## src/rtl/memory_access.sv

```systemverilog
// MEM pipeline stage: issues loads/stores on the data bus, passes everything
// else straight through, and reports stage completion on ok.
package memory_access_pkg;
  typedef logic [63:0] word_t;

  typedef enum logic [1:0] {MSIZE1, MSIZE2, MSIZE4, MSIZE8} msize_t;

  typedef struct packed {
    logic        valid;
    logic [31:0] inst;
    word_t       inst_pc;
    word_t       alu_result;
    word_t       reg2_value;
    logic [4:0]  reg_dest_addr;
    logic        reg_write_enable;
  } ex_mem;

  typedef struct packed {
    logic [4:0]  reg_dest_addr;
    logic        reg_write_enable;
    word_t       result;
    logic [31:0] inst;
    word_t       inst_pc;
    logic        valid;
  } mem_wb;

  typedef struct packed {
    logic        valid;
    word_t       addr;
    msize_t      size;
    logic [7:0]  strobe;
    word_t       data;
  } dbus_req_t;

  typedef struct packed {
    logic        addr_ok;
    logic        data_ok;
    word_t       data;
  } dbus_resp_t;
endpackage

module memory_access
  import memory_access_pkg::*;
(
  input  logic       clk,
  input  logic       reset,
  input  ex_mem      ex_mem_state,
  output mem_wb      mem_wb_state,
  output dbus_req_t  dreq,
  input  dbus_resp_t dresp,
  output logic [4:0] forward_reg_dest_addr,
  output logic       forward_reg_write_enable,
  output word_t      forward_reg_write_data,
  output logic       ok
);

  typedef enum logic [1:0] {S_IDLE, S_WAIT, S_DONE} state_t;

  state_t     state_q, state_d;
  word_t      load_buf_q, load_buf_d;

  logic [6:0] opcode;
  logic [2:0] funct3;
  logic       is_load, is_store, is_mem;
  msize_t     size;
  logic [7:0] size_mask;
  logic [2:0] byte_off;
  logic [5:0] shamt;
  word_t      raw;
  word_t      load_ext;
  logic       req_valid;
  logic       capture;
  word_t      result;

  // The bus handshake only completes on data_ok; address acceptance is not tracked.
  logic       addr_ok_unused;
  assign addr_ok_unused = dresp.addr_ok;

  // Decode the instruction and build address/size/strobe/data and the extended load value.
  always_comb begin
    opcode   = ex_mem_state.inst[6:0];
    funct3   = ex_mem_state.inst[14:12];
    is_load  = (opcode == 7'b0000011);
    is_store = (opcode == 7'b0100011);
    is_mem   = ex_mem_state.valid & (is_load | is_store);
    byte_off = ex_mem_state.alu_result[2:0];
    shamt    = {byte_off, 3'b000};
    unique case (funct3[1:0])
      2'b00:   begin size = MSIZE1; size_mask = 8'h01; end
      2'b01:   begin size = MSIZE2; size_mask = 8'h03; end
      2'b10:   begin size = MSIZE4; size_mask = 8'h0F; end
      default: begin size = MSIZE8; size_mask = 8'hFF; end
    endcase
    // Misaligned accesses simply lose whatever is shifted past the top byte.
    raw = dresp.data >> shamt;
    unique case (funct3[1:0])
      2'b00:   load_ext = funct3[2] ? {56'h0, raw[7:0]}  : {{56{raw[7]}},  raw[7:0]};
      2'b01:   load_ext = funct3[2] ? {48'h0, raw[15:0]} : {{48{raw[15]}}, raw[15:0]};
      2'b10:   load_ext = funct3[2] ? {32'h0, raw[31:0]} : {{32{raw[31]}}, raw[31:0]};
      default: load_ext = raw;
    endcase
  end

  // Access FSM: issue in IDLE, hold in WAIT, present the final result for one cycle in DONE.
  always_comb begin
    state_d   = state_q;
    ok        = 1'b0;
    req_valid = 1'b0;
    capture   = 1'b0;
    unique case (state_q)
      S_IDLE: begin
        if (is_mem) begin
          req_valid = 1'b1;
          if (dresp.data_ok) begin
            capture = 1'b1;
            state_d = S_DONE;
          end else begin
            state_d = S_WAIT;
          end
        end else begin
          ok = 1'b1;
        end
      end
      S_WAIT: begin
        req_valid = 1'b1;
        if (dresp.data_ok) begin
          capture = 1'b1;
          state_d = S_DONE;
        end
      end
      S_DONE: begin
        ok      = 1'b1;
        state_d = S_IDLE;
      end
      default: state_d = S_IDLE;
    endcase
    // Reset kills any in-flight access, including a data_ok that lands during it.
    if (reset) begin
      ok        = 1'b0;
      req_valid = 1'b0;
      capture   = 1'b0;
      state_d   = S_IDLE;
    end
    load_buf_d = capture ? load_ext : load_buf_q;
  end

  // State and load buffer registers.
  always_ff @(posedge clk) begin
    if (reset) begin
      state_q    <= S_IDLE;
      load_buf_q <= 64'h0;
    end else begin
      state_q    <= state_d;
      load_buf_q <= load_buf_d;
    end
  end

  // Drive bus request, WB bundle and forwarding path.
  always_comb begin
    result = (state_q == S_DONE && is_load) ? load_buf_q : ex_mem_state.alu_result;

    dreq.valid  = req_valid;
    dreq.addr   = ex_mem_state.alu_result;
    dreq.size   = size;
    dreq.strobe = is_store ? (size_mask << byte_off) : 8'h00;
    dreq.data   = is_store ? (ex_mem_state.reg2_value << shamt) : 64'h0;

    mem_wb_state.reg_dest_addr    = ex_mem_state.reg_dest_addr;
    mem_wb_state.reg_write_enable = ex_mem_state.reg_write_enable;
    mem_wb_state.result           = result;
    mem_wb_state.inst             = ex_mem_state.inst;
    mem_wb_state.inst_pc          = ex_mem_state.inst_pc;
    mem_wb_state.valid            = ex_mem_state.valid & ok;

    forward_reg_dest_addr    = ex_mem_state.reg_dest_addr;
    forward_reg_write_enable = ex_mem_state.reg_write_enable & ex_mem_state.valid & ok;
    forward_reg_write_data   = result;
  end

endmodule

```

## config.mk

```make
export PLATFORM = sky130hd
export DESIGN_NAME = memory_access
export DESIGN_NICKNAME = d
export VERILOG_FILES = /design/src/rtl/memory_access.sv
export SDC_FILE = /design/constraint.sdc
export NUM_CORES = 1
export LEC_CHECK = 0
export CAP_MARGIN = 20
export CORE_AREA = 4 4 257 259
export CTS_BUF_LIST = sky130_fd_sc_hd__clkbuf_4 sky130_fd_sc_hd__clkbuf_8 sky130_fd_sc_hd__clkbuf_16
export CTS_CLUSTER_DIAMETER = 50
export CTS_CLUSTER_SIZE = 40
export DETAILED_ROUTE_END_ITERATION = 8
export DIE_AREA = 0 0 261 263
export SLEW_MARGIN = 20
export SYNTH_ARGS = -nofsm -noshare
export SYNTH_HDL_FRONTEND = slang
export SYNTH_SLANG_ARGS = --single-unit
```

## constraint.sdc

```tcl
create_clock -name clk -period 3.15 [get_ports clk]
set_clock_uncertainty 0.2 [all_clocks]
set_input_delay 0.4725 -clock clk [delete_from_list [all_inputs] [get_ports clk]]
set_output_delay 0.4725 -clock clk [all_outputs]
set_load 0.005 [all_outputs]
```

; Yosys cells after proc, flatten, opt, wreduce, memory -nomap -nowiden
; Cells that the tools add are included.
[word_totals]
inputBits = 299
out_inout_bits = 377
word_cells = 45
regBits = 66
[op_classes]
bitwise_logic = 5
shifts = 3
n_mux = 23
n_reduce_logical = 4
n_eq_ne = 8
[op_table]
columns = cell, n
row1 = two-way mux 64 bit, 5
row2 = case mux 64 bit (3 select lines), 1
row3 = << shifter 64 x 6 -> 64 bit, 1
row4 = right shift 64 x 6 -> 64 bit, 1
row5 = case mux 8 bit (3 select lines), 1
row6 = two-way mux 8 bit, 1
row7 = << shifter 8 x 3 -> 8 bit, 1
row8 = "== test 7 x 2 -> 1 bit, second input constant", 1
row9 = "== test 7 x 6 -> 1 bit, second input constant", 1
row10 = two-way mux 1 bit, 7
row11 = two-way mux 2 bit, 3
row12 = case mux 1 bit (2 select lines), 3
row13 = case mux 2 bit (3 select lines), 1
row14 = AND 1 bit, 4
row15 = "== test 2 x 1 -> 1 bit, second input constant", 2
row16 = "== test 2 bit, second input constant", 2
row17 = zero test 2 bit, 2
row18 = "!= test 2 bit, second input constant", 2
row19 = case mux 2 bit (2 select lines), 1
row20 = AND reduction 2 bit, 1
row21 = logical AND 1 bit, 1
row22 = OR 1 bit, 1

; Logic depth before layout (Yosys ltp)
[logic_depth]
word_depth = 7
mapped_depth = 9
mapped_depth_nobuf = 6

; Worst setup path before layout
; OpenSTA, ideal clock, no wires.
[synth_path]
path_kind = input to output
startpoint = input port ex_mem_state[201] (netlist name)
endpoint = output port mem_wb_state[100] (netlist name)
path_slack_ps = 412
path_buffers = 3
stages = 7
required_ps = 2477
arrival_ps = 2065
cell_sequence = nor4_2 > and3_1 > clkbuf_1 > nand3_1 > clkbuf_1 > mux2_2 > buf_4
[synth_between]
elab_chain_len = 3
[synth_rtl]
columns = element, line
row1 = "start, declared", 47  ; input ex_mem ex_mem_state,
row2 = == test 7 x 2 -> 1 bit, 83  ; is_load = (opcode == 7'b0000011);
row3 = logical AND 1 bit, 160  ; result = (state_q == S_DONE && is_load) ? load_buf_q : ex_mem_state.alu_result;
row4 = two-way mux 64 bit, 160
row5 = "end, declared", 48  ; output mem_wb mem_wb_state,
; No other way between the ends.

; Final worst setup path
[layout_path]
startpoint = input port ex_mem_state[204] (netlist name)
endpoint = output port forward_reg_write_data[19]
[layout_between]
elab_chain_len = 3
[layout_rtl]
columns = element, line
row1 = == test 7 x 2 -> 1 bit, 83
row2 = logical AND 1 bit, 160
row3 = two-way mux 64 bit, 160
row4 = "end, declared", 53  ; output word_t forward_reg_write_data,
; No other way between the ends.

==> results.yml <==
synth:
  synth_edf_count: 0
  yosysUniqueCellTypes: 47
  synth_xor_area_frac: 0
  ys_seq_area_frac: 0.150
  synth_common_cells: "buf_4, a21oi_1, nor2_1"
  synth_top_family_by_area: "multiplexers"
  syn-mean-instance-area_um2: 7.79
  async_flop_share: 0
  synth_flop_cell: "dfxtp_1"
  yosysTopAreaCellShare: 0.202
  yosysTopAreaCell: "buf_4"
  synth_fa_ha_area_frac: 0
  yosysMostFrequentCell: "buf_4"
  synth_mux_area_frac: 0.257
  yosysWarnings: 0
  yosys.area_share.simple: 0.133
  ys_seq_elements: 66
  synth.area.top_cells: "buf_4, dfxtp_1, mux2_2, mux2i_1, a21oi_1"
  syn_nets: 1431
  syn-instance-count: 1132
  synth-compound-area-share: 0.207
  syn-cell-area_um2: 8810
sta:
  slew_viol_final: 0
  hold_violations: 0
  finalCriticalPeriod_ns: 3.08
  worst_slack_ns: 0.0727
  worstMarginPinSlew_ns: 1.10
  finalSetupViolations: 0
  min_period_over_period: 0.977
  fmax_mhz: 325
  relSlewSlack: 0.267
  rsz0062_at_grt: "true"
cts:
  htree_levels: 3
  clockBufferDepth: 2
  clkLatencyLatePin_ns: 0.35
  cts.sinks: 66
  cts_made_buffers: 9
  cts_tree: "built"
  cts-root-buf: "clkbuf_16"
  hold_buffers: 0
  path_clk_slew_ns: 0.06
drt:
  drtIter0Drc: 535
  ant_nets: 0
  wirelength_um: 52500
  via_per_inst: 4.27
  wl_per_cell_um: 23.2
  drc: 0
  drtPass1Iterations: 5
  vias: 9667
floorplan:
  io_pins: 676
  num_rows: 93
  die-area_um2: 68600
  start_util: 0.138
  fp.coreArea_um2: 63900
  die_x_um: 261
  die_h_um: 263
global_routing:
  grt_pass1_wl_um: 71400
  gr-total-overflow: 0
  antenna_found_initial: 21
  first_global_vias: 9723
  grt_max_degree: 97
  track_usage: 0.143
outcome:
  status: "complete, no violations"
worst_setup_path:
  cpPeakStageDelay_ns: 0.50
  critPathMaxFanout: 15
  regToRegSetupSlack_ns: 0.87
  worstReg2RegStart: "state_q[0]"
  cpLargestDelayFamily: "buffers and inverters"
  critPathKind: "primary input to output pin"
  crit_buf_inv: 4
  worstPathCellList: "clkdlybuf4s15_2, nor4_4, and3_4, nand3_4, buf_12, buf_16, mux2_2, clkdlybuf4s50_1"
  r2r_end: "load_buf_q[15]"
  crit_slowest_cell: "clkdlybuf4s50_1"
  critPathLaunchType: "primary input"
  crit_path_end_kind: "output pin"
  reg2reg_depth: 7
  critPathRequiredTime_ns: 2.48
  arrival_ns: 2.40
place:
  postPlaceCellArea_um2: 13400
  portBuffers: 487
  place_ws_ns: -0.370
  gp_congestion: 0.800
  dp_hpwl_um: 41900
finish:
  fillers: 6998
  synthToLayoutAreaGrowth_pct: 59.2
  drive_gt1_frac: 0.186
  final_cell_area_um2: 14000
  regArea_um2: 1320
  layout.nets: 1700
  multi_input_area_um2: 5380
  utilization: 0.220
power:
  peakVddDrop_uv: 247
  power.density_nw_per_um2: 234
  p_leak_uw: 0.00583
hold_path:
  whs_endpoint: "load_buf_q[0]"
  hold_depth: 2
  hp-start: "load_buf_q[0]"
  hp-class: "flip-flop to flip-flop"
flow_run:
  drv_cap: 0
-- power breakdown --
group	switching (uW)	internal (uW)
combinational	611	732
sequential	3.78	838
clock	469	627
-- kinds of logic (layout without fill, tap and decap cells) --
family,count (synthesis),count (layout)
mux,187,187
compound gates,296,296
other cells,0,5
buf+inv,341,615
flops,66,66
simple gates,242,242
-- worst max-delay path by stage --
stage / cells past startpoint / slack (ns) / end / from
floorplan: 7 / 0.41 / mem_wb_state[100] / ex_mem_state[201]
global placement: 8 / -0.35 / dreq[21] / ex_mem_state[201]
detailed placement: 7 / -0.37 / forward_reg_write_data[28] / ex_mem_state[201]
CTS: 7 / -0.02 / forward_reg_write_data[31] / ex_mem_state[204]
global route: 8 / -0.01 / mem_wb_state[116] / ex_mem_state[204]
finish: 8 / 0.07 / forward_reg_write_data[19] / ex_mem_state[204]
-- worst min-delay path, stage by stage, from the launching register on --
cell and delay, ns:
dfxtp_1 0.31, nor2_1 0.09, a311oi_1 0.05
-- sequential cells by signal, summed over array words and instances (netlist names) --
| signal | cells |
|---|---|
| load_buf_q | 64 |
| state_q | 2 |
-- metrics by stage --
step,cells,hold WS (ns),power (uW),setup TNS [ns]
floorplan,1132,0.240,1610,0
global placement,2226,0.286,2230,-57.30
detailed placement,2226,0.295,2240,-60.86
CTS,2257,0.304,3330,-0.0455
global route,2261,0.319,3450,-0.0268
finish,2266,0.297,3280,0
-- area by class of cell --
type,count,area share
Clock buffer,9,0.0161
Timing Repair Buffer,594,0.422
Inverter,5,0.00134
Tap cell,855,0.0762
Antenna cell,5,0.000892
Sequential cell,66,0.0942
Clock inverter,7,0.00580
Multi-Input combinational cell,725,0.383
-- layout by cell type (no fill, tap or decap), types with 6 or more instances in the layout --
master / synthesis / final
nor2_1: 93 / 92
nand2b_1: 6 / 6
dfxtp_1: 66 / 66
o2bb2ai_1: 6 / 6
buf_6: 3 / 11
and2_1: 18 / 18
a21oi_1: 159 / 159
dlygate4sd2_1: 0 / 129
buf_4: 237 / 77
mux2_4: 0 / 11
a31oi_1: 11 / 11
o32ai_1: 7 / 7
a211oi_1: 46 / 46
clkdlybuf4s15_1: 0 / 17
clkdlybuf4s50_1: 0 / 308
mux4_2: 23 / 23
nand3_1: 22 / 20
o211ai_1: 11 / 11
clkbuf_16: 0 / 10
nand2_1: 41 / 40
mux2_2: 84 / 73
buf_12: 0 / 16
mux2i_1: 80 / 80
nor3b_1: 8 / 8
o22a_1: 8 / 8
o21ai_0: 25 / 25
dlymetal6s2s_1: 0 / 25
nor2b_1: 39 / 37
-- timing repair --
action / CTS / global route
endpoints found under the setup margin: 201 / 74
pin swaps: 2 / 1
endpoints found under the hold margin: 0 / 0
setup buffers: 11 / 2
gates cloned: 5 / 2
resized for setup: 204 / 38
-- per-layer routing --
layer  track usage  part of all wire
met3        0.0432             0.091
met1         0.169              0.39
met5             0            0.0012
met2         0.246              0.48
met4        0.0465             0.031
No activity file was read; power rests on OpenSTA's default activity.
==> variant 1 (same flow settings) <==
Add an input register stage for `dresp`; this delays it by one clock. The other inputs are not delayed to match.
--- a/src/rtl/memory_access.sv
+++ b/src/rtl/memory_access.sv
@@ -56,6 +56,12 @@
 
   typedef enum logic [1:0] {S_IDLE, S_WAIT, S_DONE} state_t;
 
+  dbus_resp_t dresp_q;
+
+  always_ff @(posedge clk) begin
+    dresp_q <= dresp;
+  end
+
   state_t     state_q, state_d;
   word_t      load_buf_q, load_buf_d;
 
@@ -74,7 +80,7 @@
 
   // The bus handshake only completes on data_ok; address acceptance is not tracked.
   logic       addr_ok_unused;
-  assign addr_ok_unused = dresp.addr_ok;
+  assign addr_ok_unused = dresp_q.addr_ok;
 
   // Decode the instruction and build address/size/strobe/data and the extended load value.
   always_comb begin
@@ -92,7 +98,7 @@
       default: begin size = MSIZE8; size_mask = 8'hFF; end
     endcase
     // Misaligned accesses simply lose whatever is shifted past the top byte.
-    raw = dresp.data >> shamt;
+    raw = dresp_q.data >> shamt;
     unique case (funct3[1:0])
       2'b00:   load_ext = funct3[2] ? {56'h0, raw[7:0]}  : {{56{raw[7]}},  raw[7:0]};
       2'b01:   load_ext = funct3[2] ? {48'h0, raw[15:0]} : {{48{raw[15]}}, raw[15:0]};
@@ -111,7 +117,7 @@
       S_IDLE: begin
         if (is_mem) begin
           req_valid = 1'b1;
-          if (dresp.data_ok) begin
+          if (dresp_q.data_ok) begin
             capture = 1'b1;
             state_d = S_DONE;
           end else begin
@@ -123,7 +129,7 @@
       end
       S_WAIT: begin
         req_valid = 1'b1;
-        if (dresp.data_ok) begin
+        if (dresp_q.data_ok) begin
           capture = 1'b1;
           state_d = S_DONE;
         end
Formal check against the unedited RTL: not equivalent (Yosys sat finds a counterexample within 4 cycles, from zero or initial values and one cycle with reset high).
==> variant 1 against the original RTL <==
The run now ends with setup timing left; worst setup slack worse by 0.11 ns; cell area is 14% higher; clock power is 77% higher; wire length is 5.9% higher; total power is 56% higher; fmax is 3.3% lower; worst hold slack worse by 0.071 ns; area after synthesis is 17% higher; sequential cell count is 65 higher.
==> variant 1: results (changes against the original RTL) <==
The flow ran to the end, but the final reports show violations. The checks that failed: setup timing. The logs give 1508 (+5.4%) for the total nets after synthesis and 10122 (+4.1%) for the via count of the first global-routing pass. The internal power was 3.53 mW (+61%).

The worst path setup slack after routing was -0.0328 ns (-0.106 ns). The run gives 1815 (+6.8%) as the post-layout net count. In the final layout, the registers with the most flip-flops are dresp_q x65, load_buf_q x64, state_q x2. The weighted congestion at the end of routability-driven global placement was 0.880 (+10%). The iteration-0 DRC count of the detailed router is 630 (+18%), and the vias per cell is 4.22 (-1.0%). The clock latency at the later pin of the worst-skew pair was 0.45 ns (+0.10 ns); the number of setup violations in the final report was 4 (+4).

The run gives 25.4% (+10 points) as the fraction of the yosys area taken by sequential cells. The post-synthesis average cell area was 8.54 sq um (+9.7%); the layout cell share with drive strength beyond 1 was 23.3% (+4.7 points). In this run the most critical hold path is launched from dresp_q[64]$_DFF_P_. The slew at the pin with the worst max-slew slack was 0.685 ns (-0.415 ns). The reg2reg setup slack is 0.63 ns (-0.24 ns), and the maximum vdd ir drop is 0.370 mV (+50%). Average wire length per cell after detail routing: 23.3 um (+0.55%). End point of the most critical hold path: state_q[0]$_SDFFE_PP0P_. For the half-perimeter wire length after detailed placement, the log shows 44.6 mm (+6.4%). The commonest cells after synthesis are 237 x buf_4, 131 x dfxtp_1, 119 x a21oi_1, 112 x nor2_1, 87 x mux2_2. The run gives 7 (-67%) as the initial antenna violation count.

In this run the critical register-to-register path is launched from dresp_q[55]$_DFF_P_. The tools report the number of clock buffers in the layout as 18 (+9). The number of fillers in the final layout was 6839 (-2.3%); the deepest level of the CTS H-tree was 4 (+1).

The flip-flop and latch count after synthesis works out to 131 (+98%).
==> variant 1: logic make-up (layout without fill, tap and decap cells) <==
logic type	count (synthesis)	count (layout)	synth area share, %
buf+inv	343	663	21.8
compound gates	289	289	18.2
simple gates	251	251	11.8
mux	195	195	22.7
flops	131	131	25.4
other cells	0	3	0
==> variant 1: layer usage <==
layer  vias up  routed length [um]  global-route usage [%]
met2       454               25600                    24.7
met5         -                  13                       0
met3        52                4370                    4.70
met4         2                 769                    3.00
met1      4889               24900                    20.3
li1       4681                   -                       -
==> variant 1: worst max path at each step <==
stage	to
4_1_cts	mem_wb_state[135]
6_report	mem_wb_state[150]
2_1_floorplan	mem_wb_state[99]
5_1_grt	mem_wb_state[153]
3_3_place_gp	dreq[2]
3_5_place_dp	mem_wb_state[121]
==> variant 1: what timing repair did <==
action,CTS,global route
gates cloned,7,2
setup endpoints to repair,204,107
buffers inserted,11,7
resized for setup,289,97
pin swaps,2,1
==> variant 2 (same flow settings) <==
Without the edit above. Encoding of `state_t`: now one-hot (3 bits for 3 states).
--- a/src/rtl/memory_access.sv
+++ b/src/rtl/memory_access.sv
@@ -54,7 +54,7 @@
   output logic       ok
 );
 
-  typedef enum logic [1:0] {S_IDLE, S_WAIT, S_DONE} state_t;
+  typedef enum logic [2:0] {S_IDLE = 3'b001, S_WAIT = 3'b010, S_DONE = 3'b100} state_t;
 
   state_t     state_q, state_d;
   word_t      load_buf_q, load_buf_d;
Check against the original RTL: same outputs for any inputs over 4 cycles, from zero or initial values and one cycle with reset high; so few cycles prove little.
==> variant 2 against the original RTL <==
Cell area down 1.9%; clock power increased by 13%; sequential cell count is 1 higher; the run now ends with setup timing left; largest power group unchanged; largest cell class unchanged; fmax is 4.4% lower; total power rose by 3.3%; wire length fell by 1.1%; area after synthesis hardly changed; worst setup slack worse by 0.14 ns.
==> variant 2: results (changes against the original RTL) <==
The number of setup violations in the final report was 38 (+38). The worst max-slew margin expressed relative to the limit is 45.4% (+19 points). For the total negative slack, the log shows -1.68 ns (-1.68 ns). The fraction of the yosys area taken by sequential cells came out at 15.2% (+0.24 points). The global routing usage summed across all routing layers is 14.2% (-0.12 points), and the total wirelength of the detailed-routed design is 51.9 mm (-1.1%).

The share of the synthesized area in compound gates (AO/OA/AOI/OAI) came out at 15.6% (-5.1 points). The largest registers in the layout are load_buf_q x64, state_q x3. The initial antenna violation count was 8 (-62%); the maximum vdd ir drop was 0.260 mV (+5.1%). The commonest cells after synthesis are 239 x buf_4, 128 x nor2_1, 102 x mux2i_1, 89 x mux2_2, 83 x nand2_1. The via count of the first global-routing pass was 9624 (-1.0%).

The worst min-delay path category was primary input to flop. By area the synthesized netlist is led by buf_4 20%, dfxtp_1 15%, mux2i_1 12%, mux2_2 11%, a211oi_1 6.5%. The fraction of synthesized area in multiplexers is 28.9% (+3.2 points), and the leakage power summed over all cells is 5.71 nW (-2.1%).

The critical path ends at forward_reg_write_data[51]. In this run the critical register-to-register path is captured at load_buf_q[25]$_SDFFE_PP0P_. The wire length of the first global-routing pass was 70.8 mm (-0.91%). The half-perimeter wire length after detailed placement was 42.6 mm (+1.7%); the worst path setup slack after routing was -0.0687 ns (-0.141 ns).

Number of cells on the worst hold path: 3 (+1). The maximum fanout along the worst path was 21 (+6). The post-placement setup slack was -0.401 ns (-0.0309 ns).

The number of fillers in the final layout was 7066 (+0.97%). The run finished, with violations left. The worst register-to-register path begins at state_q[1]$_SDFFE_PP0P_. The critical path starts at ex_mem_state[201]. The final reports fail on setup timing.
[variant 2: cell types whose count changed in the layout (fill, tap and decap cells not counted), moves of 21 or more]
cell | unedited run | this run
nand2_1 | 40 | 83
mux2i_1 | 80 | 101
nor2_1 | 92 | 125
a21oi_1 | 159 | 23
clkbuf_2 | 1 | 64
a211oi_1 | 46 | 75
o21ai_0 | 25 | 49
dlygate4sd2_1 | 129 | 81
[variant 2: per-stage QoR]
step	std cells	cell area, sq um	hold slack [ns]
after global routing	2250	13800	0.288
after detailed placement	2212	13300	0.291
after CTS	2242	13800	0.231
after floorplan	1110	8810	0.256
after global placement	2212	13300	0.286
final	2252	13800	0.263
[variant 2: how the worst min path moves through the flow]
stage	start	endpoint	slack, ns
global route	reset	state_q[1]$_SDFFE_PP0P_	0.29
global placement	load_buf_q[5]$_SDFFE_PP0P_	load_buf_q[5]$_SDFFE_PP0P_	0.29
finish	reset	state_q[1]$_SDFFE_PP0P_	0.26
floorplan	load_buf_q[0]$_SDFFE_PP0P_	load_buf_q[0]$_SDFFE_PP0P_	0.26
CTS	reset	state_q[1]$_SDFFE_PP0P_	0.23
detailed placement	load_buf_q[5]$_SDFFE_PP0P_	load_buf_q[5]$_SDFFE_PP0P_	0.29
[variant 2: metal layers]
layer	track usage, %	wire length [um]
met1	14.5	18100
met2	26.0	26600
met3	4.98	5000
met4	5.74	2090
met5	0	74
[variant 2: final cells by class]
type                       instances  area share [%]
clock inverter                     6           0.809
sequential                        67            9.75
tap                              855            7.77
timing repair buffer             589            40.1
clock buffer                      10            1.74
multi-input combinational        711            39.5
inverter                          11           0.300
antenna                            3          0.0545
[variant 2: cell families after synthesis]
kind of cell	count (synthesis)
buffers and inverters	332
and+or+nand+nor	293
muxes	214
AOI/OAI and AO/OA	203
DFF	67
xor gates and xnor gates	1
[variant 2: repair_timing]
| item | 4_1_cts | 5_1_grt |
|---|---|---|
| setup buffers | 10 | 7 |
| gates resized for setup | 205 | 152 |
| gates cloned | 4 | 1 |
| hold endpoints to repair | 0 | 0 |
| endpoints found under the setup margin | 186 | 117 |
| pin swaps | 3 | 2 |
[variant 2: report_power, final]
part           switching (mW)  internal, mW  total, mW
clock network           0.444         0.797       1.24
logic                   0.593         0.706       1.30
registers             0.00179         0.849      0.851
[variant 2: worst max-delay path, cell delays in order]
cell             delay, ns
clkdlybuf4s50_1       0.48
and4bb_2              0.27
and2_4                0.19
nand3_4               0.10
buf_12                0.18
mux2_2                0.37
clkdlybuf4s50_1       0.45
